===== config.mk =====
export PLATFORM = sky130hd
export DESIGN_NAME = auth_blk
export DESIGN_NICKNAME = d
export VERILOG_FILES = /design/src/rtl/auth_blk.sv
export SDC_FILE = /design/constraint.sdc
export NUM_CORES = 1
export LEC_CHECK = 0
export CORE_MARGIN = 10
export CORE_UTILIZATION = 58
export DETAILED_ROUTE_END_ITERATION = 7
export GPL_TIMING_DRIVEN = 0
export HOLD_SLACK_MARGIN = 0.05
export PLACE_DENSITY = 0.79
export SETUP_SLACK_MARGIN = 0.02
export SLEW_MARGIN = 20
export SYNTH_ARGS = -nofsm -noshare
export SYNTH_HDL_FRONTEND = slang
export SYNTH_SLANG_ARGS = --single-unit

===== constraint.sdc =====
create_clock -name clk -period 2.35 [get_ports clk]
set_input_delay 0.235 -clock clk [delete_from_list [all_inputs] [get_ports clk]]
set_output_delay 0.235 -clock clk [all_outputs]
set_load 0.005 [all_outputs]

===== src/rtl/auth_blk.sv =====
// auth_blk: UART command receiver (8N1, LSB first) feeding a power-up
// authorization state machine. A 'g' command powers the rider platform up,
// and an 's' command requests a stop. Power drops once the rider has stepped off.
module auth_blk #(
    parameter int BAUD_DIV = 2604
) (
    input  logic       clk,
    input  logic       rst_n,
    input  logic       RX,
    input  logic       rider_off,
    output logic [7:0] cmd,
    output logic       cmd_rdy,
    output logic       frm_err,
    output logic       pwr_up
);

    // Receiver states
    localparam logic [1:0] RX_IDLE  = 2'd0;
    localparam logic [1:0] RX_START = 2'd1;
    localparam logic [1:0] RX_DATA  = 2'd2;
    localparam logic [1:0] RX_STOP  = 2'd3;

    // Authorization states
    localparam logic [1:0] AUTH_OFF  = 2'd0;
    localparam logic [1:0] AUTH_PWR1 = 2'd1;
    localparam logic [1:0] AUTH_PWR2 = 2'd2;

    localparam logic [7:0] CMD_GO   = 8'h67;
    localparam logic [7:0] CMD_STOP = 8'h73;

    // The expiry cycle itself is part of the count, so the value reloaded
    // between bit samples is one less than the bit period.
    localparam logic [11:0] HALF_BIT   = 12'(BAUD_DIV / 2);
    localparam logic [11:0] FULL_RELOD = 12'(BAUD_DIV - 1);

    logic        r_rxMeta;
    logic        r_rxSync;
    logic        r_rxPrev;
    logic [1:0]  r_syncFill;
    logic [1:0]  r_rxState;
    logic [11:0] r_baudCnt;
    logic [2:0]  r_bitCnt;
    logic [7:0]  r_shift;
    logic [7:0]  r_cmd;
    logic        r_cmdRdy;
    logic        r_frmErr;
    logic [1:0]  r_authState;
    logic        r_pwrUp;

    logic        w_startEdge;
    logic        w_expire;
    logic        w_isGo;
    logic        w_isStop;
    logic [1:0]  w_authNext;

    // A start edge is only seen once the synchronizer holds real RX history,
    // so a line already low when reset releases does not count as a start bit.
    assign w_startEdge = r_rxPrev & ~r_rxSync;
    assign w_expire    = (r_baudCnt == 12'd0);
    assign w_isGo      = r_cmdRdy && (r_cmd == CMD_GO);
    assign w_isStop    = r_cmdRdy && (r_cmd == CMD_STOP);

    // Two-flop RX synchronizer plus previous-sample tracking for edge detection
    always_ff @(posedge clk) begin
        if (!rst_n) begin
            r_rxMeta   <= 1'b1;
            r_rxSync   <= 1'b1;
            r_rxPrev   <= 1'b0;
            r_syncFill <= 2'b00;
        end else begin
            r_rxMeta   <= RX;
            r_rxSync   <= r_rxMeta;
            r_syncFill <= {r_syncFill[0], 1'b1};
            r_rxPrev   <= r_syncFill[1] ? r_rxSync : 1'b0;
        end
    end

    // Frame receiver: start-bit qualify, eight data samples, then stop check
    always_ff @(posedge clk) begin
        if (!rst_n) begin
            r_rxState <= RX_IDLE;
            r_baudCnt <= 12'd0;
            r_bitCnt  <= 3'd0;
            r_shift   <= 8'h00;
            r_cmd     <= 8'h00;
            r_cmdRdy  <= 1'b0;
            r_frmErr  <= 1'b0;
        end else begin
            r_cmdRdy <= 1'b0;
            r_frmErr <= 1'b0;
            case (r_rxState)
                RX_IDLE: begin
                    if (w_startEdge) begin
                        r_rxState <= RX_START;
                        r_baudCnt <= HALF_BIT;
                    end
                end
                RX_START: begin
                    if (w_expire) begin
                        if (!r_rxSync) begin
                            r_rxState <= RX_DATA;
                            r_baudCnt <= FULL_RELOD;
                            r_bitCnt  <= 3'd0;
                        end else begin
                            r_rxState <= RX_IDLE;
                        end
                    end else begin
                        r_baudCnt <= r_baudCnt - 12'd1;
                    end
                end
                RX_DATA: begin
                    if (w_expire) begin
                        r_shift   <= {r_rxSync, r_shift[7:1]};
                        r_baudCnt <= FULL_RELOD;
                        r_bitCnt  <= r_bitCnt + 3'd1;
                        if (r_bitCnt == 3'd7) begin
                            r_rxState <= RX_STOP;
                        end
                    end else begin
                        r_baudCnt <= r_baudCnt - 12'd1;
                    end
                end
                RX_STOP: begin
                    if (w_expire) begin
                        if (r_rxSync) begin
                            r_cmd    <= r_shift;
                            r_cmdRdy <= 1'b1;
                        end else begin
                            r_frmErr <= 1'b1;
                        end
                        r_rxState <= RX_IDLE;
                    end else begin
                        r_baudCnt <= r_baudCnt - 12'd1;
                    end
                end
                default: r_rxState <= RX_IDLE;
            endcase
        end
    end

    // Authorization next-state: a command outranks rider_off in PWR2
    always_comb begin
        w_authNext = r_authState;
        case (r_authState)
            AUTH_OFF: begin
                if (w_isGo) w_authNext = AUTH_PWR1;
            end
            AUTH_PWR1: begin
                if (w_isStop) w_authNext = rider_off ? AUTH_OFF : AUTH_PWR2;
            end
            AUTH_PWR2: begin
                if (w_isGo)         w_authNext = AUTH_PWR1;
                else if (rider_off) w_authNext = AUTH_OFF;
            end
            default: w_authNext = AUTH_OFF;
        endcase
    end

    // Authorization state and registered power enable
    always_ff @(posedge clk) begin
        if (!rst_n) begin
            r_authState <= AUTH_OFF;
            r_pwrUp     <= 1'b0;
        end else begin
            r_authState <= w_authNext;
            r_pwrUp     <= (w_authNext != AUTH_OFF);
        end
    end

    assign cmd     = r_cmd;
    assign cmd_rdy = r_cmdRdy;
    assign frm_err = r_frmErr;
    assign pwr_up  = r_pwrUp;

endmodule


# [Word level (Yosys, flattened, before mapping)]
# Index checks and enable logic that the tools add are counted.
[totals] regBits=43 out_inout_bits=11
[op_classes] addsub=2 n_eq_ne=16 muxes=26 bitwise=2 reduce_logical=14
[ops] operator="12-bit two-way mux" n=5
[ops] operator="12-bit one-hot mux with 4 select lines" n=1
[ops] operator="2-bit two-way mux" n=11
[ops] operator="8-bit by 7-bit equality test with 1-bit output (second input constant)" n=2
[ops] operator="2-bit != test (second input constant)" n=7
[ops] operator="12-bit zero test" n=1
[ops] operator="12-bit by 1-bit subtractor with 12-bit output (second input constant)" n=1
[ops] operator="3-bit two-way mux" n=3
[ops] operator="3-bit AND reduction" n=3
[ops] operator="2-bit one-hot mux with 4 select lines" n=1
[ops] operator="2-bit equality test (second input constant)" n=3
[ops] operator="2-bit one-hot mux with 3 select lines" n=1
[ops] operator="3-bit one-hot mux with 2 select lines" n=1
[ops] operator="5-bit AND reduction" n=1
[ops] operator="2-bit by 1-bit equality test with 1-bit output (second input constant)" n=2
[ops] operator="2-bit zero test" n=2
[ops] operator="2-bit AND reduction" n=2
[ops] operator="4-bit AND reduction" n=1
[ops] operator="2-bit nonzero test" n=2
[ops] operator="3-bit by 1-bit adder with 3-bit output (second input constant)" n=1
[ops] operator="3-bit equality test (second input constant)" n=1
[ops] operator="1-bit two-way mux" n=3
[ops] operator="3-bit != test (second input constant)" n=1
[ops] operator="1-bit logical AND" n=2
[ops] operator="other kinds (2)" n=2

# [Logic depth before layout (Yosys ltp)]
# Gate-level depths: netlist (run 1).
[depth] word_depth=5 ltp_mapped=9 ltp_nobuf=7

# [Worst setup path after synthesis (run 1)]
# No wires, ideal clock.
[synth_path] kind="register to register" startpoint="register r_rxState[0]" endpoint="register r_baudCnt[6]" arrival_time_ps=1859 t_required_ps=2275 slack_ps=416 path_stages_with_launch=9 n_path_buf=1 synth_period_minus_slack_ps=1934 path_cell_list="dfxtp_1 -> inv_1 -> ha_1 -> nor2_1 -> or2_2 -> buf_1 -> a211oi_1 -> a22oi_1 -> o22ai_1"
[synth_via] elab_chain_len=3
[synth_rtl] element="from (decl)" line_no="40" text="logic [1:0] r_rxState;"
[synth_rtl] element="from (signal assigned)" line_no="81" text="r_rxState <= RX_IDLE;"
[synth_rtl] element="from (signal assigned)" line_no="94" text="r_rxState <= RX_START;"
[synth_rtl] element="from (signal assigned)" line_no="101" text="r_rxState <= RX_DATA;"
[synth_rtl] element="2-bit by 1-bit equality test with 1-bit output (tied with other cells)" line_no="91" text="case (r_rxState)"
[synth_rtl] element="3-bit != test (no line) or 2-bit != test (tied branches)"
[synth_rtl] element="3-bit AND reduction (no line)"
[synth_rtl] element="to (signal assigned)" line_no="108" text="r_baudCnt <= r_baudCnt - 12'd1;"
[synth_rtl] element="to (signal assigned)" line_no="120" text="r_baudCnt <= r_baudCnt - 12'd1;"
[synth_rtl] element="to (signal assigned)" line_no="133" text="r_baudCnt <= r_baudCnt - 12'd1;"
[synth_rtl] element="to (decl)" line_no="41" text="logic [11:0] r_baudCnt;"
# Several ways; a longest one is shown, not always the timed one.
# A chain may end at the register's enable or synchronous reset.

# [Worst setup path after layout (run 1)]
# Same ends and word-level chain as after synthesis.

==> results of run 1 <==
[worst register-to-register path, stage by stage, from the launching register on]
cell	delay (ns)
dfxtp_1	0.44
inv_1	0.12
ha_1	0.40
nor2_1	0.10
or2_2	0.27
buf_1	0.20
a211oi_2	0.25
a22oi_1	0.12
o22ai_1	0.15
[state kept, by name (all words and copies together) (netlist names), named ones only]
name / flops
pwr_up: 1
r_syncFill: 2
r_bitCnt: 3
cmd_rdy: 1
r_rxState: 1
r_baudCnt: 12
r_authState: 2
r_shift: 8
r_rxMeta: 1
r_rxPrev: 1
frm_err: 1
cmd: 8
r_rxSync: 1
[routing by layer]
metal  up-vias  global-route usage  wire length, um
li1        912                   -                -
met1       854              0.1892             2080
met2        58              0.2771             2522
met3         8             0.03563              328
met4         0             0.06690               54
met5         -                   0                0
[kinds of logic after synthesis]
logic type | after synthesis | share of synthesized area
compound gates | 65 | 0.2125
fa+ha+maj | 9 | 0.05313
buf+inv | 27 | 0.06670
flops | 43 | 0.4061
mux | 9 | 0.04250
simple gates | 87 | 0.2190
[per-stage QoR]
stage	std cells	utilization
2_1_floorplan	240	-
3_3_place_gp	300	0.6732
3_5_place_dp	300	0.6732
4_1_cts	308	0.7074
5_1_grt	308	0.7088
6_report	308	0.7088
[power by group]
group,switching [mW],internal [mW]
combinational,0.382,0.229
sequential,0.0543,0.766
clock,0.249,0.344
[area by class of cell]
type,instances,area [um^2],area share
sequential,43,860.8,0.3528
clock buffer,6,82.58,0.03385
buffer,13,88.84,0.03641
multi-input combinational,170,1122,0.4600
clock inverter,2,35.03,0.01436
timing repair buffer,14,140.1,0.05744
inverter,14,52.55,0.02154
tap,46,57.56,0.02359
[cell usage in the layout, fill, tap and decap left out, drive strengths merged, types with 5 or more instances in the layout]
cell           synthesis  routed
buf                    7       7
nor2                  21      21
a31oi                  8       8
nand3                  9       9
clkdlybuf4s50          0      14
nand2                 25      25
mux2i                  9       9
dfxtp                 43      43
inv                   14      14
nor3                   9       9
o21ai                  6       6
a21oi                 23      23
ha                     9       9
a22oi                  5       5
clkbuf                 6      12
[final timing paths]
path / from / endpoint / slack (ns) / cells after the start
worst max-delay path: r_rxState[0] / r_baudCnt[6] / 0.24 / 8
worst min-delay path: r_rxMeta / r_rxSync / 0.41 / 1
worst max register to register: r_rxState[0] / r_baudCnt[6] / 0.24 / 8
worst min register to register: r_rxMeta / r_rxSync / 0.41 / 1
==> metrics, run 1 <==
Die ar.=about 6500 um^2; cts bufs inserted=5; clock transition at the registers of the reported paths=~0.08 ns; Tcrit/Tclk final=0.8998; dpl ws=~0.13 ns; H-tree depth=2; Bufs on Longest Clock Path=2; cell family with most CP delay=compound AO/OA/AOI/OAI gates; Worst EP arrival=roughly 2.3 ns; worst-skew pair later-pin latency=0.30 ns; Power per Cell Area=829.9 nW/um^2; highest cell delay on the worst timing path=approximately 0.44 ns; worst path buffer plus inverter count=2; Yosys reg bits=43; wire per inst=~16 um; total grt overflow=0; highest clock rate=472.9 MHz; vias in the first global route=roughly 1800; Pleak=a little under 0.9 nW; critical path peak fanout=6; RD Place Congestion=approximately 0.89; cell with the most instances after synthesis=dfxtp_1; Hold WC Path Type=reg2reg; Cells after Synth=240; die boundary width=around 80 um; RSZ-0062 raised after global routing=false; Worst setup EP type=register; drt drc=0; Slew headroom=0.4526; Layout area overhead=15.11%; Tightest Pin Transition=about 0.81 ns; worst hold slack=approximately 0.41 ns; CTS tree=yes; top cell type's share of synthesized area=0.4061; YS warnings=0; Clock Sink Count=43; Final WS setup=around 0.24 ns; Via Count=between 1500 and 2000; placed inst area=about 2300 um^2; gr usage total=0.1619; hold buffers post-CTS=0; detailed-route wire length=~5000 um; number of enable flip-flop cells after synthesis=0; cell taking the most area after synthesis=dfxtp_1; post-layout min period=between 2 and 2.5 ns; clock skew=between 0.004 and 0.005 ns; outcome=finished clean; worst ir drop on vdd=approximately 490 uV; via/cell ratio=5.948; pin count of the biggest net entering global routing=14; PortBufs=14; # rows=21; crit path cell chain=inv_1, ha_1, nor2_1, or2_2, buf_1, a211oi_2, a22oi_1, o22ai_1; Synth Net Count=253; slowest cell on the critical path=dfxtp_1; Final Hold Fails=0; max-cap violations=0; IO Pins=15; FFs w/ async S/R, synth=0; Setup Buffers After CTS=0; Netlist cell types=52; drt first pass iters=4; setup TNS=0 ns; Critical Path RT=about 2.6 ns; initial antenna violation count=0; Root Driver=clkbuf_8; Final ANT Viol Nets=0; initial core utilization=0.6158; ant diodes=0; Post-synth top cells=43 x dfxtp_1, 25 x nand2_1, 22 x a21oi_1; placed wire-length estimate=3528 um; final setup vio count=0; design area=between 2000 and 2500 um^2; share of layout cells above drive strength 1=0.1221; Mapped Area=around 2100 um^2; post-synthesis area per instance=8.831 um^2; startpoint types=register; top cells by area, synth=dfxtp_1 41%, ha_1 5.3%, a21oi_1 5.2%; filler cell count=between 200 and 300; die height=~80 um; first-pass GRT wire length=approximately 8500 um; critical path class=reg2reg; post-synthesis sequential area ratio=0.4061; drt initial violations=about 130; cts repair resizes=0; Power, Total=between 2 and 2.5 mW; fin nets=between 200 and 300; Synth Flop Type=dfxtp_1; fin. max-slew vios=0; core area=between 3000 and 4000 um^2
No activity file was read; power rests on OpenSTA's default activity.
==> inputs of run 2 (changes only) <==
--- a/config.mk
+++ b/config.mk
@@ -6,11 +6,10 @@
 export NUM_CORES = 1
 export LEC_CHECK = 0
 export CORE_MARGIN = 10
-export CORE_UTILIZATION = 58
+export CORE_UTILIZATION = 44
 export DETAILED_ROUTE_END_ITERATION = 7
 export GPL_TIMING_DRIVEN = 0
 export HOLD_SLACK_MARGIN = 0.05
-export PLACE_DENSITY = 0.79
 export SETUP_SLACK_MARGIN = 0.02
 export SLEW_MARGIN = 20
 export SYNTH_ARGS = -nofsm -noshare
==> constraint.sdc (replaced) <==
create_clock -name clk -period 2.5 [get_ports clk]
set_input_delay 0.25 -clock clk [delete_from_list [all_inputs] [get_ports clk]]
set_output_delay 0.25 -clock clk [all_outputs]
set_load 0.005 [all_outputs]
==> metrics, run 2 (same netlist as run 1, synthesis figures left out) <==
wire per inst=15.40 um; Clock Sink Count=between 40 and 50; max-cap violations=0; share of layout cells above drive strength 1=0.1221; first-pass GRT wire length=8148 um; Min-Delay Path Depth=1; Logic pwr share=0.299; vias in the first global route=1706; Bufs on Longest Clock Path=2; min-delay src=r_rxMeta; die boundary width=about 89 um; fin nets=274; outcome=finished clean; largest register by flop count=r_baudCnt; critical path peak fanout=6; Pleak=0.8804 nW; Critical Path RT=between 2 and 3 ns; Layout area overhead=15.47%; reg2reg path depth=8; final setup vio count=0; detailed-route wire length=between 4000 and 5000 um; IO Pins=15; Int Pwr=roughly 1.2 mW; highest clock rate=around 450 MHz; R2R Setup Slk=around 0.27 ns; max FFs per register=12; FF/Latch Area=around 860 um^2; initial antenna violation count=0; ant diodes=0; PortBufs=14; hold buffers post-CTS=0; Clk network pwr share=0.292; critical path class=reg2reg; Worst EP arrival=2.46 ns; Final ANT Viol Nets=0; Tightest Pin Transition=~0.85 ns; startpoint types=register; commonest non-fill, non-tap cells in the layout=43 x dfxtp_1, 25 x nand2_1, 22 x a21oi_1; Via Count=1822; area of the multi-input gates=between 1000 and 1500 um^2; Net Sw Frac=0.3458; hold endpoint=r_rxSync; Root Driver=clkbuf_8; H-tree depth=2; RR Startpoint=r_rxState[0]; total grt overflow=0; # rows=25; clock transition at the registers of the reported paths=0.09 ns; RSZ-0062 raised after global routing=false; placed wire-length estimate=roughly 3500 um; clock skew=a little under 0.007 ns; Power per Cell Area=772.2 nW/um^2; drt first pass iters=4; Psw=0.6536 mW; worst-skew pair later-pin latency=roughly 0.3 ns; most common cell after layout, fill and taps aside=dfxtp_1; die height=~90 um; Flop pwr share=0.409; drt drc=0; filler cell count=~450; Setup Buffers After CTS=0; Tcrit/Tclk final=0.8920; Hold WC Path Type=reg2reg; Die ar.=approximately 8000 um^2; Worst setup EP type=register; Slew headroom=0.4306; R2R Path End=r_baudCnt[6]; gr usage total=0.1306; CTS tree=yes; Final Hold Fails=0; fin. max-slew vios=0; via/cell ratio=5.766; drt initial violations=a little over 90; core area=4692 um^2; setup TNS=0 ns; RD Place Congestion=approximately 0.8; cts repair resizes=0; cts bufs inserted=5; initial core utilization=0.4517; post-layout min period=2.230 ns; Power, Total=around 1.9 mW; pin count of the biggest net entering global routing=16; worst ir drop on vdd=470.9 uV
==> run 2: changes by cell type in the layout (fill, tap and decap cells not counted), sizes merged <==
cell      delta
clkinv       -1
clkbuf       -1
clkinvlp     +1
inv          +1
==> run 2: worst max-delay path, cell delays in order (launching register included) <==
cell	delay [ns]
dfxtp_1	0.45
inv_1	0.12
ha_1	0.41
nor2_1	0.10
or2_2	0.27
buf_1	0.19
a211oi_2	0.33
a22oi_1	0.14
o22ai_1	0.15
==> run 2: worst max-delay path by stage <==
stage | slack, ns | cells after the start | endpoint | start
6_report | 0.27 | 8 | r_baudCnt[6] | r_rxState[0]
5_1_grt | 0.09 | 8 | r_baudCnt[6] | r_rxState[0]
4_1_cts | 0.18 | 8 | r_baudCnt[6] | r_rxState[0]
3_5_place_dp | 0.22 | 8 | r_baudCnt[6] | r_rxState[0]
3_3_place_gp | 0.20 | 8 | r_baudCnt[6] | r_rxState[0]
2_1_floorplan | 0.57 | 8 | r_baudCnt[6] | r_rxState[0]
==> run 2: through the flow <==
stage / cell area, um^2 / hold WS [ns] / util / setup WS [ns] / cells
final: 2447 / 0.4170 / 0.5216 / 0.2699 / 316
after global placement: 2327 / 0.3926 / 0.4960 / 0.2046 / 308
after floorplan: 2120 / 0.2777 / - / 0.5662 / 240
after global routing: 2447 / 0.4424 / 0.5216 / 0.08818 / 316
after CTS: 2442 / 0.4236 / 0.5205 / 0.1835 / 316
after detailed placement: 2327 / 0.3979 / 0.4960 / 0.2245 / 308
==> run 2: power groups by stage <==
stage / Sequential, mW / Clock [mW] / Combinational [mW]
after floorplan: 0.775 / 0 / 0.441
after global placement: 0.786 / 0 / 0.555
after detailed placement: 0.786 / 0 / 0.558
after CTS: 0.772 / 0.576 / 0.560
after global routing: 0.778 / 0.594 / 0.639
final: 0.773 / 0.551 / 0.566
==> run 2: area by class of cell <==
| cell class | count | area share |
|---|---|---|
| Multi-Input combinational cell | 170 | 0.4586 |
| Sequential cell | 43 | 0.3517 |
| Timing Repair Buffer | 14 | 0.05726 |
| Buffer | 13 | 0.03630 |
| Clock buffer | 5 | 0.02812 |
| Tap cell | 54 | 0.02761 |
| Inverter | 14 | 0.02147 |
| Clock inverter | 3 | 0.01892 |
==> run 2: per-layer routing <==
| layer | track usage | routed length [um] |
|---|---|---|
| met5 | 0 | 0 |
| met2 | 0.2125 | 2178 |
| met1 | 0.1621 | 2304 |
| met4 | 0.04769 | 87 |
| met3 | 0.03282 | 295 |
